### config.mk
export PLATFORM = sky130hd
export DESIGN_NAME = vending_ctrl_n
export DESIGN_NICKNAME = d
export VERILOG_FILES = /design/src/rtl/vend_pkg.sv /design/src/rtl/edge_rise.sv /design/src/rtl/vending_ctrl_n.sv
export SDC_FILE = /design/constraint.sdc
export NUM_CORES = 1
export LEC_CHECK = 0
export CAP_MARGIN = 20
export CELL_PAD_IN_SITES_DETAIL_PLACEMENT = 0
export CELL_PAD_IN_SITES_GLOBAL_PLACEMENT = 1
export CORE_MARGIN = 10
export CORE_UTILIZATION = 48
export CTS_BUF_LIST = sky130_fd_sc_hd__clkbuf_2 sky130_fd_sc_hd__clkbuf_4 sky130_fd_sc_hd__clkbuf_8
export CTS_CLUSTER_DIAMETER = 50
export DETAILED_ROUTE_END_ITERATION = 16
export GPL_TIMING_DRIVEN = 0
export HOLD_SLACK_MARGIN = 0.15
export PLACE_DENSITY_LB_ADDON = 0.12
export SYNTH_ARGS = -nofsm -noshare
export SYNTH_HDL_FRONTEND = slang
export SYNTH_SLANG_ARGS = --single-unit
### constraint.sdc
create_clock -name clk -period 13.65 [get_ports clk]
set_input_delay 3.4125 -clock clk [delete_from_list [all_inputs] [get_ports clk]]
set_output_delay 3.4125 -clock clk [all_outputs]
set_load 0.02 [all_outputs]
### src/rtl/vend_pkg.sv
// Shared types and constants for the N-product vending controller.
package vend_pkg;

  // Controller state, exported on the state port for the display path.
  typedef enum logic [2:0] {
    IDLE   = 3'd0,
    CREDIT = 3'd1,
    VEND   = 3'd2,
    CHANGE = 3'd3
  } vend_state_t;

  localparam int unsigned MAX_PRODUCTS = 8;

  // Coin values: bit0 of coin_in is the small coin, bit1 the large coin.
  localparam int unsigned COIN_VAL [2] = '{1, 5};

  // Product prices, indexed by prod_sel.
  localparam int unsigned PRICE [MAX_PRODUCTS] = '{3, 7, 12, 15, 20, 25, 30, 50};

  // Total value of all coin strobes present in one cycle.
  function automatic int unsigned coin_sum(input logic [1:0] coins);
    int unsigned sum;
    sum = 32'd0;
    if (coins[0]) sum = sum + COIN_VAL[0];
    if (coins[1]) sum = sum + COIN_VAL[1];
    return sum;
  endfunction

endpackage

### src/rtl/edge_rise.sv
// Rising-edge detector for an already-debounced level input.
module edge_rise (
  input  logic clk,
  input  logic reset,
  input  logic sig_i,
  output logic rise_o
);

  logic sig_q;

  // Registered copy of the level, cleared by the active-low synchronous reset.
  always_ff @(posedge clk) begin
    if (!reset) sig_q <= 1'b0;
    else        sig_q <= sig_i;
  end

  assign rise_o = sig_i & ~sig_q;

endmodule

### src/rtl/vending_ctrl_n.sv
// N-product vending controller: coin accumulation, price check, one-cycle
// dispense and paced change return. All outputs come straight from flops.
module vending_ctrl_n
  import vend_pkg::*;
#(
  parameter int unsigned NUM_PRODUCTS = 4,
  parameter int unsigned CREDIT_W     = 8,
  parameter int unsigned MAX_CREDIT   = 99,
  parameter int unsigned TIMEOUT_CYC  = 1_000_000,
  parameter int unsigned PULSE_GAP    = 4
) (
  input  logic                clk,
  input  logic                reset,
  input  logic [1:0]          coin_in,
  input  logic [2:0]          prod_sel,
  input  logic                buy,
  input  logic                cancel,
  output logic [CREDIT_W-1:0] credit,
  output logic [2:0]          state,
  output logic                dispense,
  output logic [2:0]          dispense_id,
  output logic                change_pulse,
  output logic                coin_reject,
  output logic                insufficient,
  output logic                sel_error
);

  localparam int unsigned TO_W  = (TIMEOUT_CYC > 1) ? $clog2(TIMEOUT_CYC) : 1;
  localparam int unsigned GAP_W = (PULSE_GAP > 1) ? $clog2(PULSE_GAP) : 1;

  vend_state_t         state_q, state_d;
  logic [CREDIT_W-1:0] credit_q, credit_d;
  logic [TO_W-1:0]     to_q, to_d;
  logic [GAP_W-1:0]    gap_q, gap_d;
  logic                dispense_q, dispense_d;
  logic [2:0]          dispense_id_q, dispense_id_d;
  logic                change_pulse_q, change_pulse_d;
  logic                coin_reject_q, coin_reject_d;
  logic                insufficient_q, insufficient_d;
  logic                sel_error_q, sel_error_d;

  logic                buy_e, cancel_e;
  logic                coin_any, coin_take, sel_legal, price_ok;
  logic                activity, buy_ok, to_hit, pulse_now;
  logic [CREDIT_W:0]   credit_sum;
  logic [CREDIT_W-1:0] credit_in;
  int unsigned         price_sel;

  edge_rise u_buy_edge (
    .clk    (clk),
    .reset  (reset),
    .sig_i  (buy),
    .rise_o (buy_e)
  );

  edge_rise u_cancel_edge (
    .clk    (clk),
    .reset  (reset),
    .sig_i  (cancel),
    .rise_o (cancel_e)
  );

  // Shared decisions: coin acceptance, price check against post-coin credit,
  // timeout hit and change-pulse timing.
  always_comb begin
    coin_any   = |coin_in;
    credit_sum = {1'b0, credit_q} + (CREDIT_W+1)'(coin_sum(coin_in));
    // Coins only count in IDLE/CREDIT and only if the whole cycle's sum fits.
    coin_take  = coin_any && (credit_sum <= (CREDIT_W+1)'(MAX_CREDIT)) &&
                 (state_q == IDLE || state_q == CREDIT);
    credit_in  = coin_take ? credit_sum[CREDIT_W-1:0] : credit_q;
    sel_legal  = 32'(prod_sel) < NUM_PRODUCTS;
    price_sel  = PRICE[prod_sel];
    price_ok   = 32'(credit_in) >= price_sel;
    activity   = coin_any || buy_e || cancel_e;
    // Cancel wins over a simultaneous buy.
    buy_ok     = (state_q == CREDIT) && buy_e && !cancel_e && sel_legal && price_ok;
    to_hit     = (state_q == CREDIT) && !activity && (to_q == TO_W'(TIMEOUT_CYC - 1));
    pulse_now  = (state_q == CHANGE) && (gap_q == '0) && (credit_q != '0);
  end

  // State register.
  always_ff @(posedge clk) begin
    if (!reset) state_q <= IDLE;
    else        state_q <= state_d;
  end

  // Next-state logic.
  always_comb begin
    state_d = state_q;
    case (state_q)
      IDLE: begin
        if (coin_take) state_d = CREDIT;
      end
      CREDIT: begin
        if (buy_e && cancel_e)  state_d = CHANGE;
        else if (cancel_e)      state_d = CHANGE;
        else if (buy_ok)        state_d = VEND;
        else if (to_hit)        state_d = CHANGE;
      end
      VEND: begin
        // Price was already deducted on entry.
        state_d = (credit_q != '0) ? CHANGE : IDLE;
      end
      CHANGE: begin
        if (credit_q == '0)                           state_d = IDLE;
        else if (pulse_now && credit_q == CREDIT_W'(1)) state_d = IDLE;
      end
      default: state_d = IDLE;
    endcase
  end

  // Datapath and registered pulse outputs for the coming cycle.
  always_comb begin
    credit_d       = credit_q;
    to_d           = to_q;
    gap_d          = gap_q;
    dispense_d     = 1'b0;
    dispense_id_d  = dispense_id_q;
    change_pulse_d = 1'b0;
    coin_reject_d  = coin_any && !coin_take;
    insufficient_d = 1'b0;
    sel_error_d    = 1'b0;
    case (state_q)
      IDLE: begin
        credit_d = credit_in;
        to_d     = '0;
        gap_d    = '0;
      end
      CREDIT: begin
        credit_d = credit_in;
        gap_d    = '0;
        if (activity || to_hit) to_d = '0;
        else                    to_d = to_q + TO_W'(1);
        if (buy_e && !cancel_e) begin
          if (!sel_legal) begin
            sel_error_d = 1'b1;
          end else if (!price_ok) begin
            insufficient_d = 1'b1;
          end else begin
            dispense_d    = 1'b1;
            dispense_id_d = prod_sel;
            credit_d      = credit_in - CREDIT_W'(price_sel);
          end
        end
      end
      VEND: begin
        to_d  = '0;
        gap_d = '0;
      end
      CHANGE: begin
        to_d = '0;
        // gap_q enters at zero, so the first pulse follows the entry cycle.
        if (pulse_now) begin
          change_pulse_d = 1'b1;
          credit_d       = credit_q - CREDIT_W'(1);
          gap_d          = GAP_W'(PULSE_GAP - 1);
        end else if (gap_q != '0) begin
          gap_d = gap_q - GAP_W'(1);
        end
      end
      default: begin
        credit_d = '0;
        to_d     = '0;
        gap_d    = '0;
      end
    endcase
  end

  // Datapath and output registers; reset discards any remaining credit.
  always_ff @(posedge clk) begin
    if (!reset) begin
      credit_q       <= '0;
      to_q           <= '0;
      gap_q          <= '0;
      dispense_q     <= 1'b0;
      dispense_id_q  <= 3'd0;
      change_pulse_q <= 1'b0;
      coin_reject_q  <= 1'b0;
      insufficient_q <= 1'b0;
      sel_error_q    <= 1'b0;
    end else begin
      credit_q       <= credit_d;
      to_q           <= to_d;
      gap_q          <= gap_d;
      dispense_q     <= dispense_d;
      dispense_id_q  <= dispense_id_d;
      change_pulse_q <= change_pulse_d;
      coin_reject_q  <= coin_reject_d;
      insufficient_q <= insufficient_d;
      sel_error_q    <= sel_error_d;
    end
  end

  assign credit       = credit_q;
  assign state        = state_q;
  assign dispense     = dispense_q;
  assign dispense_id  = dispense_id_q;
  assign change_pulse = change_pulse_q;
  assign coin_reject  = coin_reject_q;
  assign insufficient = insufficient_q;
  assign sel_error    = sel_error_q;

endmodule

==> results of run 1 <==
## area by class of cell
type | count | area (um^2)
flip-flops and latches | 42 | 840.8
repair buffers | 25 | 250.2
inverters | 19 | 71.32
multi-input cells | 282 | 1911
plain buffers | 16 | 76.32
clock buffers | 6 | 76.32
clock inverters | 2 | 37.54
well taps | 75 | 93.84
fillers | 598 | 2529
## registers in the layout, indices dropped and copies added, names as in the netlist
signal,flops
to_q,20
credit,8
dispense_id,3
gap_q,2
state,2
change_pulse,1
coin_reject,1
dispense,1
insufficient,1
sel_error,1
u_buy_edge.sig_q,1
u_cancel_edge.sig_q,1
## power by group
part / internal, mW / leakage, nW / switching, mW / total, mW
Clock: 0.0566 / 0.0548 / 0.0443 / 0.101
Combinational: 0.0808 / 0.906 / 0.113 / 0.194
Sequential: 0.129 / 0.341 / 0.0104 / 0.140
## tightest hold or removal path, stage by stage, from the launching register on
cell and delay, ns:
sky130_fd_sc_hd__dfxtp_1 0.32, sky130_fd_sc_hd__nand2_1 0.05, sky130_fd_sc_hd__nor2_1 0.03
## layout by cell type, fill, tap and decap left out, types with 2 or more instances in the layout
cell	synthesis	routed
sky130_fd_sc_hd__a21boi_1	3	3
sky130_fd_sc_hd__a21oi_1	15	15
sky130_fd_sc_hd__a21oi_2	2	2
sky130_fd_sc_hd__a31oi_1	6	6
sky130_fd_sc_hd__a32oi_1	2	2
sky130_fd_sc_hd__a41o_1	2	2
sky130_fd_sc_hd__and2_1	9	9
sky130_fd_sc_hd__and3_1	2	2
sky130_fd_sc_hd__buf_2	4	4
sky130_fd_sc_hd__clkbuf_1	10	10
sky130_fd_sc_hd__clkbuf_8	0	5
sky130_fd_sc_hd__clkdlybuf4s50_1	0	25
sky130_fd_sc_hd__dfxtp_1	42	42
sky130_fd_sc_hd__fa_1	2	2
sky130_fd_sc_hd__ha_1	19	19
sky130_fd_sc_hd__inv_1	18	18
sky130_fd_sc_hd__mux2_2	3	3
sky130_fd_sc_hd__mux2i_1	6	6
sky130_fd_sc_hd__nand2_1	30	30
sky130_fd_sc_hd__nand2b_1	9	9
sky130_fd_sc_hd__nand3_1	10	10
sky130_fd_sc_hd__nand4_1	7	7
sky130_fd_sc_hd__nor2_1	45	45
sky130_fd_sc_hd__nor2b_1	8	8
sky130_fd_sc_hd__nor3_1	7	7
sky130_fd_sc_hd__nor3b_1	2	2
sky130_fd_sc_hd__nor4_1	4	4
sky130_fd_sc_hd__o211a_1	3	3
sky130_fd_sc_hd__o211ai_1	3	3
sky130_fd_sc_hd__o21a_1	3	3
sky130_fd_sc_hd__o21ai_0	17	17
sky130_fd_sc_hd__o31ai_1	2	2
sky130_fd_sc_hd__or3_1	6	6
sky130_fd_sc_hd__or4_1	2	2
sky130_fd_sc_hd__xnor2_1	10	10
sky130_fd_sc_hd__xor2_1	15	15
## synth_stat cells (3+ instances only)
cell type,instances
sky130_fd_sc_hd__xor2_1,15
sky130_fd_sc_hd__nor3_1,7
sky130_fd_sc_hd__mux2_2,3
sky130_fd_sc_hd__a21boi_1,3
sky130_fd_sc_hd__nor4_1,4
sky130_fd_sc_hd__buf_2,4
sky130_fd_sc_hd__nand4_1,7
sky130_fd_sc_hd__nor2_1,45
sky130_fd_sc_hd__mux2i_1,6
sky130_fd_sc_hd__a31oi_1,6
sky130_fd_sc_hd__xnor2_1,10
sky130_fd_sc_hd__o211a_1,3
sky130_fd_sc_hd__nand2_1,30
sky130_fd_sc_hd__o21a_1,3
sky130_fd_sc_hd__or3_1,6
sky130_fd_sc_hd__inv_1,18
sky130_fd_sc_hd__clkbuf_1,10
sky130_fd_sc_hd__o21ai_0,17
sky130_fd_sc_hd__nand2b_1,9
sky130_fd_sc_hd__nor2b_1,8
sky130_fd_sc_hd__nand3_1,10
sky130_fd_sc_hd__and2_1,9
sky130_fd_sc_hd__a21oi_1,15
sky130_fd_sc_hd__o211ai_1,3
sky130_fd_sc_hd__ha_1,19
sky130_fd_sc_hd__dfxtp_1,42
## logic make-up (layout without fill, tap and decap cells)
group           count (synthesis)  in the layout  share of synthesized area, %
simple gates                  150            150                         26.80
compound gates                 75             75                         18.08
flops                          42             42                         29.00
buf+inv                        35             68                         5.093
xor+xnor                       25             25                         7.553
fa+ha+maj                      21             21                         9.581
mux                            10             10                         3.755
other cells                     1              1                        0.1294
## worst min path at each step
| stage | endpoint | cells past startpoint | slack (ns) | start |
|---|---|---|---|---|
| 4_1_cts | dispense_id[2]$_SDFFE_PN0P_ | 2 | 0.44 | dispense_id[2]$_SDFFE_PN0P_ |
| 5_1_grt | dispense_id[2]$_SDFFE_PN0P_ | 2 | 0.47 | dispense_id[2]$_SDFFE_PN0P_ |
| 6_report | dispense_id[2]$_SDFFE_PN0P_ | 2 | 0.44 | dispense_id[2]$_SDFFE_PN0P_ |
| 3_5_place_dp | dispense_id[2]$_SDFFE_PN0P_ | 2 | 0.43 | dispense_id[2]$_SDFFE_PN0P_ |
| 3_3_place_gp | dispense_id[2]$_SDFFE_PN0P_ | 2 | 0.42 | dispense_id[2]$_SDFFE_PN0P_ |
| 2_1_floorplan | to_q[0]$_SDFF_PP0_ | 1 | 0.41 | to_q[0]$_SDFF_PP0_ |
## routing by layer
metal | routed length (um) | part of all wire, % | vias to the layer above | GRT usage [%]
met5 | 0 | 0 | - | 0
met4 | 57 | 0.82 | 0 | 3.356
met3 | 304 | 4.4 | 6 | 3.627
met2 | 3056 | 44 | 47 | 23.30
met1 | 3560 | 51 | 1171 | 19.84
li1 | - | - | 1323 | -
==> run summary, run 1 <==
==============================================================================
Time the final worst path needs with I/O delays and setup             8.343 ns
Slowest stage cell, crit path                                     sky130_fd_sc_hd__fa_1
Peak per-stage delay on the critical path                              0.53 ns
Result of the run                                                 finished clean
Slack of the worst reg-to-reg path                                     8.67 ns
Effective utilization at floorplan                                      49.26%
Placeable core area                                                  5886 um^2
Number of warnings printed during yosys synthesis                            0
Top achievable clock speed                                          0.1199 GHz
Routed length per instance                                            14.94 um
R2R cell count                                                              18
Initial DRT Pass Iterations                                                  6
Syn_area_per_cell                                                   8.075 um^2
Initial antenna violation count                                              0
Setup violations, final                                                      0
Mapped cell area                                                     2899 um^2
Sequential fraction of the synthesis area                               29.00%
Worst-case headroom to the max-slew limit                               63.54%
Lkg Pwr                                                               1.301 nW
Max-cap violations                                                           0
Post-synthesis instance total                                              359
Crit Reg-Reg Startpoint                                           credit[0]$_SDFFE_PN0P_
CP Cell Sequence                                                  clkdlybuf4s50_1 -> inv_1 -> ha_1 -> ha_1 -> inv_1 -> fa_1 -> xnor2_1 -> a31o_1 -> and3_4 -> a21oi_2 -> mux2i_1 -> inv_1 -> fa_1 -> nand2b_1 -> a21oi_1 -> o21ai_1 -> nand2b_1 -> a21oi_2 -> nor2_2 -> a32oi_1 -> a31oi_1
Worst setup path startpoint                                         coin_in[1]
Power Total                                                          0.4347 mW
Worst hold path type                                                   reg2reg
Drt initial violations                                                     155
Placed cell count                                                          459
Total inserted antenna cells                                                 0
Number of global-route vias before repair                                 2515
Measured slew at the worst slew-check pin                            0.5427 ns
X dimension of the die                                                97.72 um
Port Buffer Count                                                           25
Utilization of the core after routing                                   57.04%
Leftover overflow at the end of global routing                               0
Max rail drop VDD                                                     72.77 uV
Proportion of layout cells with a drive suffix above 1                  8.163%
Top cell family by delay on the critical path                      adder cells
Area growth, synth to finish                                            15.80%
Global-route wire length before repair                                12070 um
Routability cong.                                                       0.8286
Top-level port count                                                        28
Worst-path clk slew                                                    0.08 ns
Bufs on Longest Clock Path                                                   2
Pin count of the biggest net entering global routing                        14
Die boundary height                                                   97.72 um
PwrDens                                                           129.5 nW/um^2
Maximum level of the CTS H-tree                                              2
Hold buffers post-CTS                                                        0
Post-route setup slack                                                5.307 ns
Area after detailed placement                                        3243 um^2
Cell mode on critical path                                        sky130_fd_sc_hd__inv_1
Placement Rows                                                              28
RR Endpoint                                                       credit[2]$_SDFFE_PN0P_
WL final                                                               6978 um
Half-perimeter wire length after detailed placement                    5478 um
Worst-case hold slack                                                0.4365 ns
Worst-path maximum fanout                                                    8
Setup Crit Path Kind                                                    in2reg
Aggregate negative setup slack                                            0 ns
Worst path required time                                              13.88 ns
Top cells by area, synth                                          sky130_fd_sc_hd__dfxtp_1 29%, sky130_fd_sc_hd__ha_1 8.2%, sky130_fd_sc_hd__nor2_1 5.8%
Via count                                                                 2547
Final #Nets                                                                421
Top-area cell type share of the netlist area                            29.00%
Total count of hold-check failures in the final report                       0
Cell area after layout                                               3357 um^2
Count of cells resized by post-cts repair                                    0
Antenna-violating nets left                                                  0
Number of register bits inferred by synthesis                               42
Final number of max-transition violations                                    0
DR DRC count                                                                 0
Worst setup timing slack at the placement stage                       5.000 ns
Total clock sinks                                                           42
Arr. time, crit path                                                   8.57 ns
Crit path depth                                                             21
Clock tree root buffer cell                                       sky130_fd_sc_hd__clkbuf_8
Buf/Inv on CP                                                                4
Capturing element type of the critical path                          flip-flop
Capture point of the worst path                                   credit[2]$_SDFFE_PN0P_
Number of enable-type register cells in the synthesized netlist              0
Final worst-path cycle share                                            61.12%
Setup bufs post-CTS                                                          0
Routed vias/inst                                                         5.454
Nets in the synthesized netlist                                            389
Setup repair after global routing missed its margin                         no
DIE AREA                                                             9548 um^2
Biggest area consumer among synthesized cells                     sky130_fd_sc_hd__dfxtp_1
Sort of element at the start of the critical path                 primary input
CTS tree                                                                  done
Layout Cells excl Fill                                                     467
Most common flop cell mapped by yosys                             sky130_fd_sc_hd__dfxtp_1
Overall global routing resource usage                                   14.81%
Cts bufs inserted                                                            5
Clock skew                                                         0.002074 ns
Number of distinct library cells after synthesis                            65
Clk Latency, worst-skew pair                                           0.29 ns
Async SR Flop Fraction                                                      0%
==============================================================================
Power figures use the tool's default switching activity.
==> run 2, diff against run 1 <==
--- a/config.mk
+++ b/config.mk
@@ -9,7 +9,7 @@
 export CELL_PAD_IN_SITES_DETAIL_PLACEMENT = 0
 export CELL_PAD_IN_SITES_GLOBAL_PLACEMENT = 1
 export CORE_MARGIN = 10
-export CORE_UTILIZATION = 48
+export CORE_UTILIZATION = 44
 export CTS_BUF_LIST = sky130_fd_sc_hd__clkbuf_2 sky130_fd_sc_hd__clkbuf_4 sky130_fd_sc_hd__clkbuf_8
 export CTS_CLUSTER_DIAMETER = 50
 export DETAILED_ROUTE_END_ITERATION = 16
==> constraint.sdc (replaced) <==
create_clock -name clk -period 8.35 [get_ports clk]
set_input_delay 2.0875 -clock clk [delete_from_list [all_inputs] [get_ports clk]]
set_output_delay 2.0875 -clock clk [all_outputs]
set_load 0.02 [all_outputs]
==> run summary, run 2 (synthesis results as in run 1) <==
========================================================================
Flip-flop count of the largest register after layout                  20
Bufs on Longest Clock Path                                             2
Cell area after layout                                         3336 um^2
Time the final worst path needs with I/O delays and setup       7.033 ns
Top achievable clock speed                                    0.1422 GHz
Switching component of the power                               0.2738 mW
Leading cell types in the layout, fill and taps excluded    45 x sky130_fd_sc_hd__nor2_1, 42 x sky130_fd_sc_hd__dfxtp_1, 30 x sky130_fd_sc_hd__nand2_1
Clock skew                                                    0.01117 ns
Effective utilization at floorplan                                45.40%
Antenna-violating nets left                                            0
Drt initial violations                                               133
Aggregate negative setup slack                                      0 ns
Utilization of the core after routing                             52.23%
Total count of hold-check failures in the final report                 0
Leftover overflow at the end of global routing                         0
Worst-case headroom to the max-slew limit                         63.21%
Port Buffer Count                                                     25
Count of cells resized by post-cts repair                              0
Cell Int Power                                                 0.4060 mW
Worst hold path type                                             reg2reg
Setup violations, final                                                0
Cts bufs inserted                                                      5
Sort of element at the start of the critical path           primary input
Worst path required time                                         8.58 ns
Final worst-path cycle share                                      84.23%
Via count                                                           2507
Placement Rows                                                        29
PwrDens                                                     203.8 nW/um^2
Clk pwr share                                                      19.7%
Routed length per instance                                      14.80 um
Gate power share                                                   46.7%
Area growth, synth to finish                                      15.06%
DIE AREA                                                      10240 um^2
X dimension of the die                                          101.2 um
Setup bufs post-CTS                                                    0
Setup repair after global routing missed its margin                   no
CTS tree                                                            done
Measured slew at the worst slew-check pin                      0.5469 ns
Routed vias/inst                                                   5.345
Result of the run                                           finished clean
Max-cap violations                                                     0
Final number of max-transition violations                              0
Proportion of layout cells with a drive suffix above 1            8.163%
Final #Nets                                                          421
Number of global-route vias before repair                           2493
WL final                                                         6940 um
Most common cell after layout, fill and taps aside          sky130_fd_sc_hd__nor2_1
Routability cong.                                                 0.8108
Clock tree root buffer cell                                 sky130_fd_sc_hd__clkbuf_8
DR DRC count                                                           0
Worst-path clk slew                                              0.09 ns
Area after detailed placement                                  3246 um^2
Power Total                                                    0.6798 mW
Half-perimeter wire length after detailed placement              5452 um
Die boundary height                                             101.2 um
Pin count of the biggest net entering global routing                  14
Worst-path maximum fanout                                              8
Switching power share of the total                                40.27%
Overall global routing resource usage                             14.26%
Arr. time, crit path                                             7.27 ns
Register ranked first by flip-flop count                            to_q
Initial antenna violation count                                        0
Setup Crit Path Kind                                              in2reg
Global-route wire length before repair                          12030 um
Placeable core area                                            6386 um^2
Capturing element type of the critical path                    flip-flop
Worst-case hold slack                                          0.4354 ns
Hold buffers post-CTS                                                  0
Max rail drop VDD                                               97.37 uV
Initial DRT Pass Iterations                                            4
Total inserted antenna cells                                           0
Lkg Pwr                                                         1.295 nW
Sequential cell fraction of total power                            33.7%
Clk Latency, worst-skew pair                                     0.30 ns
Total clock sinks                                                     42
Maximum level of the CTS H-tree                                        2
Top-level port count                                                  28
========================================================================
-- run 2: cell count changes in the layout (fill, tap and decap cells not counted), sizes merged --
cell,previous run,this run
clkinv,0,2
bufinv,1,0
clkinvlp,1,0
-- run 2: worst paths after layout --
| kind | start | end | slack [ns] | depth (start not counted) |
|---|---|---|---|---|
| setup reg to reg | credit[0]$_SDFFE_PN0P_ | credit[2]$_SDFFE_PN0P_ | 3.34 | 18 |
| hold reg to reg | dispense_id[2]$_SDFFE_PN0P_ | dispense_id[2]$_SDFFE_PN0P_ | 0.44 | 2 |
| setup / recovery | coin_in[1] | credit[2]$_SDFFE_PN0P_ | 1.32 | 21 |
| hold / removal | dispense_id[2]$_SDFFE_PN0P_ | dispense_id[2]$_SDFFE_PN0P_ | 0.44 | 2 |
-- run 2: worst max-delay path: stages --
cell	delay (ns)
sky130_fd_sc_hd__clkdlybuf4s50_1	0.50
sky130_fd_sc_hd__inv_1	0.05
sky130_fd_sc_hd__ha_1	0.28
sky130_fd_sc_hd__ha_1	0.20
sky130_fd_sc_hd__inv_1	0.08
sky130_fd_sc_hd__fa_1	0.53
sky130_fd_sc_hd__xnor2_1	0.24
sky130_fd_sc_hd__a31o_1	0.27
sky130_fd_sc_hd__and3_4	0.18
sky130_fd_sc_hd__a21oi_2	0.37
sky130_fd_sc_hd__mux2i_1	0.43
sky130_fd_sc_hd__inv_1	0.12
sky130_fd_sc_hd__fa_1	0.45
sky130_fd_sc_hd__nand2b_1	0.18
sky130_fd_sc_hd__a21oi_1	0.22
sky130_fd_sc_hd__o21ai_1	0.16
sky130_fd_sc_hd__nand2b_1	0.14
sky130_fd_sc_hd__a21oi_2	0.07
sky130_fd_sc_hd__nor2_2	0.34
sky130_fd_sc_hd__a32oi_1	0.19
sky130_fd_sc_hd__a31oi_1	0.18
-- run 2: per-layer routing --
| layer | vias up | wire [um] | track usage (%) |
|---|---|---|---|
| met1 | 1126 | 3510 | 20.76 |
| met3 | 6 | 455 | 3.404 |
| met4 | 0 | 58 | 3.001 |
| li1 | 1317 | - | - |
| met2 | 58 | 2916 | 20.70 |
| met5 | - | 0 | 0 |
-- run 2: area by class of cell --
type	count	area, um^2
fillers	650	3050
inverters	19	71.32
repair buffers	25	250.2
multi-input cells	282	1911
clock buffers	6	76.32
clock inverters	2	13.76
plain buffers	16	76.32
flip-flops and latches	42	840.8
well taps	77	96.34
-- run 2: power by group through the flow --
stage                     clock (mW)  sequential (mW)  combinational [mW]
after floorplan                    0            0.240               0.222
after global placement             0            0.233               0.312
after detailed placement           0            0.233               0.315
after CTS                      0.140            0.229               0.316
after global routing           0.146            0.231               0.356
final                          0.134            0.229               0.317
-- run 2: metrics by stage --
step / setup WS [ns] / instances
floorplan: 2.264 / 359
global placement: 1.029 / 461
detailed placement: 1.016 / 461
CTS: 1.315 / 469
global route: 0.8824 / 469
finish: 1.317 / 469
==> run 3, diff against run 2 <==
--- a/config.mk
+++ b/config.mk
@@ -9,7 +9,7 @@
 export CELL_PAD_IN_SITES_DETAIL_PLACEMENT = 0
 export CELL_PAD_IN_SITES_GLOBAL_PLACEMENT = 1
 export CORE_MARGIN = 10
-export CORE_UTILIZATION = 44
+export CORE_UTILIZATION = 40
 export CTS_BUF_LIST = sky130_fd_sc_hd__clkbuf_2 sky130_fd_sc_hd__clkbuf_4 sky130_fd_sc_hd__clkbuf_8
 export CTS_CLUSTER_DIAMETER = 50
 export DETAILED_ROUTE_END_ITERATION = 16
==> constraint.sdc (replaced) <==
create_clock -name clk -period 5.9 [get_ports clk]
set_input_delay 1.475 -clock clk [delete_from_list [all_inputs] [get_ports clk]]
set_output_delay 1.475 -clock clk [all_outputs]
set_load 0.02 [all_outputs]
==> run summary, run 3 (synthesis results as in run 1) <==
========================================================================
Time the final worst path needs with I/O delays and setup       5.552 ns
Flip-flop count of the largest register after layout                  20
Overall global routing resource usage                             13.41%
Half-perimeter wire length after detailed placement              5776 um
Lkg Pwr                                                         1.360 nW
WL final                                                         7543 um
Max-cap violations                                                     0
Worst-case headroom to the max-slew limit                         62.85%
Worst setup timing slack at the placement stage               -0.8780 ns
Worst-path maximum fanout                                              5
Routability cong.                                                 0.8195
X dimension of the die                                          105.1 um
Post-route setup slack                                         0.3480 ns
Capturing element type of the critical path                    flip-flop
Via count                                                           2594
Leftover overflow at the end of global routing                         0
Port Buffer Count                                                     25
Antenna-violating nets left                                            0
Clk Latency, worst-skew pair                                     0.30 ns
Worst-case hold slack                                          0.4387 ns
Effective utilization at floorplan                                41.97%
Cell area after layout                                         3550 um^2
Routed vias/inst                                                   5.262
Most common cell after layout, fill and taps aside          sky130_fd_sc_hd__nor2_1
WHS Path Cells                                                         2
Worst path required time                                         6.13 ns
Drt initial violations                                               140
Number of global-route vias before repair                           2488
Result of the run                                           finished clean
Routed length per instance                                      15.30 um
Measured slew at the worst slew-check pin                      0.5521 ns
Aggregate negative setup slack                                      0 ns
Top-level port count                                                  28
Gate power share                                                   50.4%
Area growth, synth to finish                                      22.44%
Switching component of the power                               0.4294 mW
Total inserted antenna cells                                           0
Clock skew                                                    0.01030 ns
Cts bufs inserted                                                      5
Arr. time, crit path                                             5.79 ns
Count of filler cells inserted in the layout                         707
Endpoint, Worst Hold                                        dispense_id[2]$_SDFFE_PN0P_
Setup Crit Path Kind                                              in2reg
Final number of max-transition violations                              0
Max rail drop VDD                                               143.1 uV
Utilization of the core after routing                             51.39%
Area after detailed placement                                  3269 um^2
Global-route wire length before repair                          12430 um
Final #Nets                                                          426
Total clock sinks                                                     42
Layout Cells excl Fill                                               493
CTS tree                                                            done
Sort of element at the start of the critical path           primary input
Sequential cell fraction of total power                            31.1%
Total count of hold-check failures in the final report                 0
Initial antenna violation count                                        0
Bufs on Longest Clock Path                                             2
Proportion of layout cells with a drive suffix above 1            14.11%
RR Endpoint                                                 credit[7]$_SDFFE_PN0P_
Setup violations, final                                                0
Crit Reg-Reg Startpoint                                     credit[0]$_SDFFE_PN0P_
Switching power share of the total                                41.17%
Clk pwr share                                                      18.5%
Initial DRT Pass Iterations                                            4
Setup repair after global routing missed its margin                   no
Die boundary height                                             105.1 um
PwrDens                                                     293.8 nW/um^2
Register ranked first by flip-flop count                            to_q
Top achievable clock speed                                    0.1801 GHz
R2R cell count                                                        19
DR DRC count                                                           0
Maximum level of the CTS H-tree                                        2
Worst hold path type                                             reg2reg
Final worst-path cycle share                                      94.10%
Clock tree root buffer cell                                 sky130_fd_sc_hd__clkbuf_8
Placeable core area                                            6907 um^2
Placed cell count                                                    480
Hold path startpoint                                        dispense_id[2]$_SDFFE_PN0P_
Leading cell types in the layout, fill and taps excluded    45 x sky130_fd_sc_hd__nor2_1, 42 x sky130_fd_sc_hd__dfxtp_1, 30 x sky130_fd_sc_hd__nand2_1
Placement Rows                                                        30
Power Total                                                     1.043 mW
Slack of the worst reg-to-reg path                               1.39 ns
Cell Int Power                                                 0.6136 mW
Pin count of the biggest net entering global routing                  15
Worst-path clk slew                                              0.09 ns
DIE AREA                                                      11050 um^2
========================================================================
## run 3: worst max path at each step
stage,slack (ns),endpoint,start,depth (start not counted)
detailed placement,-0.88,credit[2]$_SDFFE_PN0P_,coin_in[1],21
global placement,-0.81,credit[2]$_SDFFE_PN0P_,coin_in[1],21
global route,0.14,credit[7]$_SDFFE_PN0P_,coin_in[1],22
CTS,0.009,credit[4]$_SDFFE_PN0P_,coin_in[1],20
finish,0.35,credit[7]$_SDFFE_PN0P_,coin_in[1],22
floorplan,0.43,credit[4]$_SDFFE_PN0P_,coin_in[0],19
## run 3: worst max-delay path: stages
cell and delay (ns):
sky130_fd_sc_hd__dlymetal6s2s_1 0.14, sky130_fd_sc_hd__inv_1 0.09, sky130_fd_sc_hd__ha_4 0.28, sky130_fd_sc_hd__ha_4 0.13, sky130_fd_sc_hd__inv_1 0.05, sky130_fd_sc_hd__fa_2 0.44, sky130_fd_sc_hd__nor2b_4 0.17, sky130_fd_sc_hd__o21a_1 0.14
sky130_fd_sc_hd__o211ai_1 0.17, sky130_fd_sc_hd__and3_4 0.25, sky130_fd_sc_hd__a21oi_4 0.23, sky130_fd_sc_hd__mux2i_4 0.30, sky130_fd_sc_hd__buf_6 0.13, sky130_fd_sc_hd__ha_1 0.23, sky130_fd_sc_hd__nor2b_1 0.15, sky130_fd_sc_hd__o31a_1 0.34
sky130_fd_sc_hd__o31ai_2 0.27, sky130_fd_sc_hd__and2_4 0.21, sky130_fd_sc_hd__a21oi_1 0.08, sky130_fd_sc_hd__a311oi_2 0.21, sky130_fd_sc_hd__o211ai_1 0.13, sky130_fd_sc_hd__a21boi_1 0.16
## run 3: what timing repair did
action                                 4_1_cts  5_1_grt
pin swaps                                    2       11
buffers inserted                             2        3
endpoints found under the hold margin        0        0
setup endpoints to repair                   14       11
hold buffers                                 0        0
resized for setup                            7       22
## run 3: area by class of cell
| class | instances | area [um^2] | share of cell area (%) |
|---|---|---|---|
| tap | 96 | 120.1 | 3.384 |
| timing repair buffer | 30 | 296.5 | 8.354 |
| buffer | 16 | 76.32 | 2.150 |
| clock inverter | 3 | 21.27 | 0.5992 |
| clock buffer | 5 | 68.82 | 1.939 |
| multi-input combinational | 282 | 2054 | 57.88 |
| sequential | 42 | 840.8 | 23.69 |
| inverter | 19 | 71.32 | 2.009 |
## run 3: per-layer routing
layer  global-route usage, %  part of all wire (%)  up-vias
li1                        -                     -     1329
met5                       0                     0        -
met2                   19.53                    43       46
met3                   3.378                   5.3        8
met1                   19.06                    50     1211
met4                   3.333                   1.1        0
## run 3: power groups by stage
stage / clock [mW] / sequential (mW) / combinational [mW]
5_1_grt: 0.210 / 0.327 / 0.575
4_1_cts: 0.199 / 0.323 / 0.472
3_5_place_dp: 0 / 0.329 / 0.447
2_1_floorplan: 0 / 0.340 / 0.314
3_3_place_gp: 0 / 0.330 / 0.444
6_report: 0.193 / 0.324 / 0.526
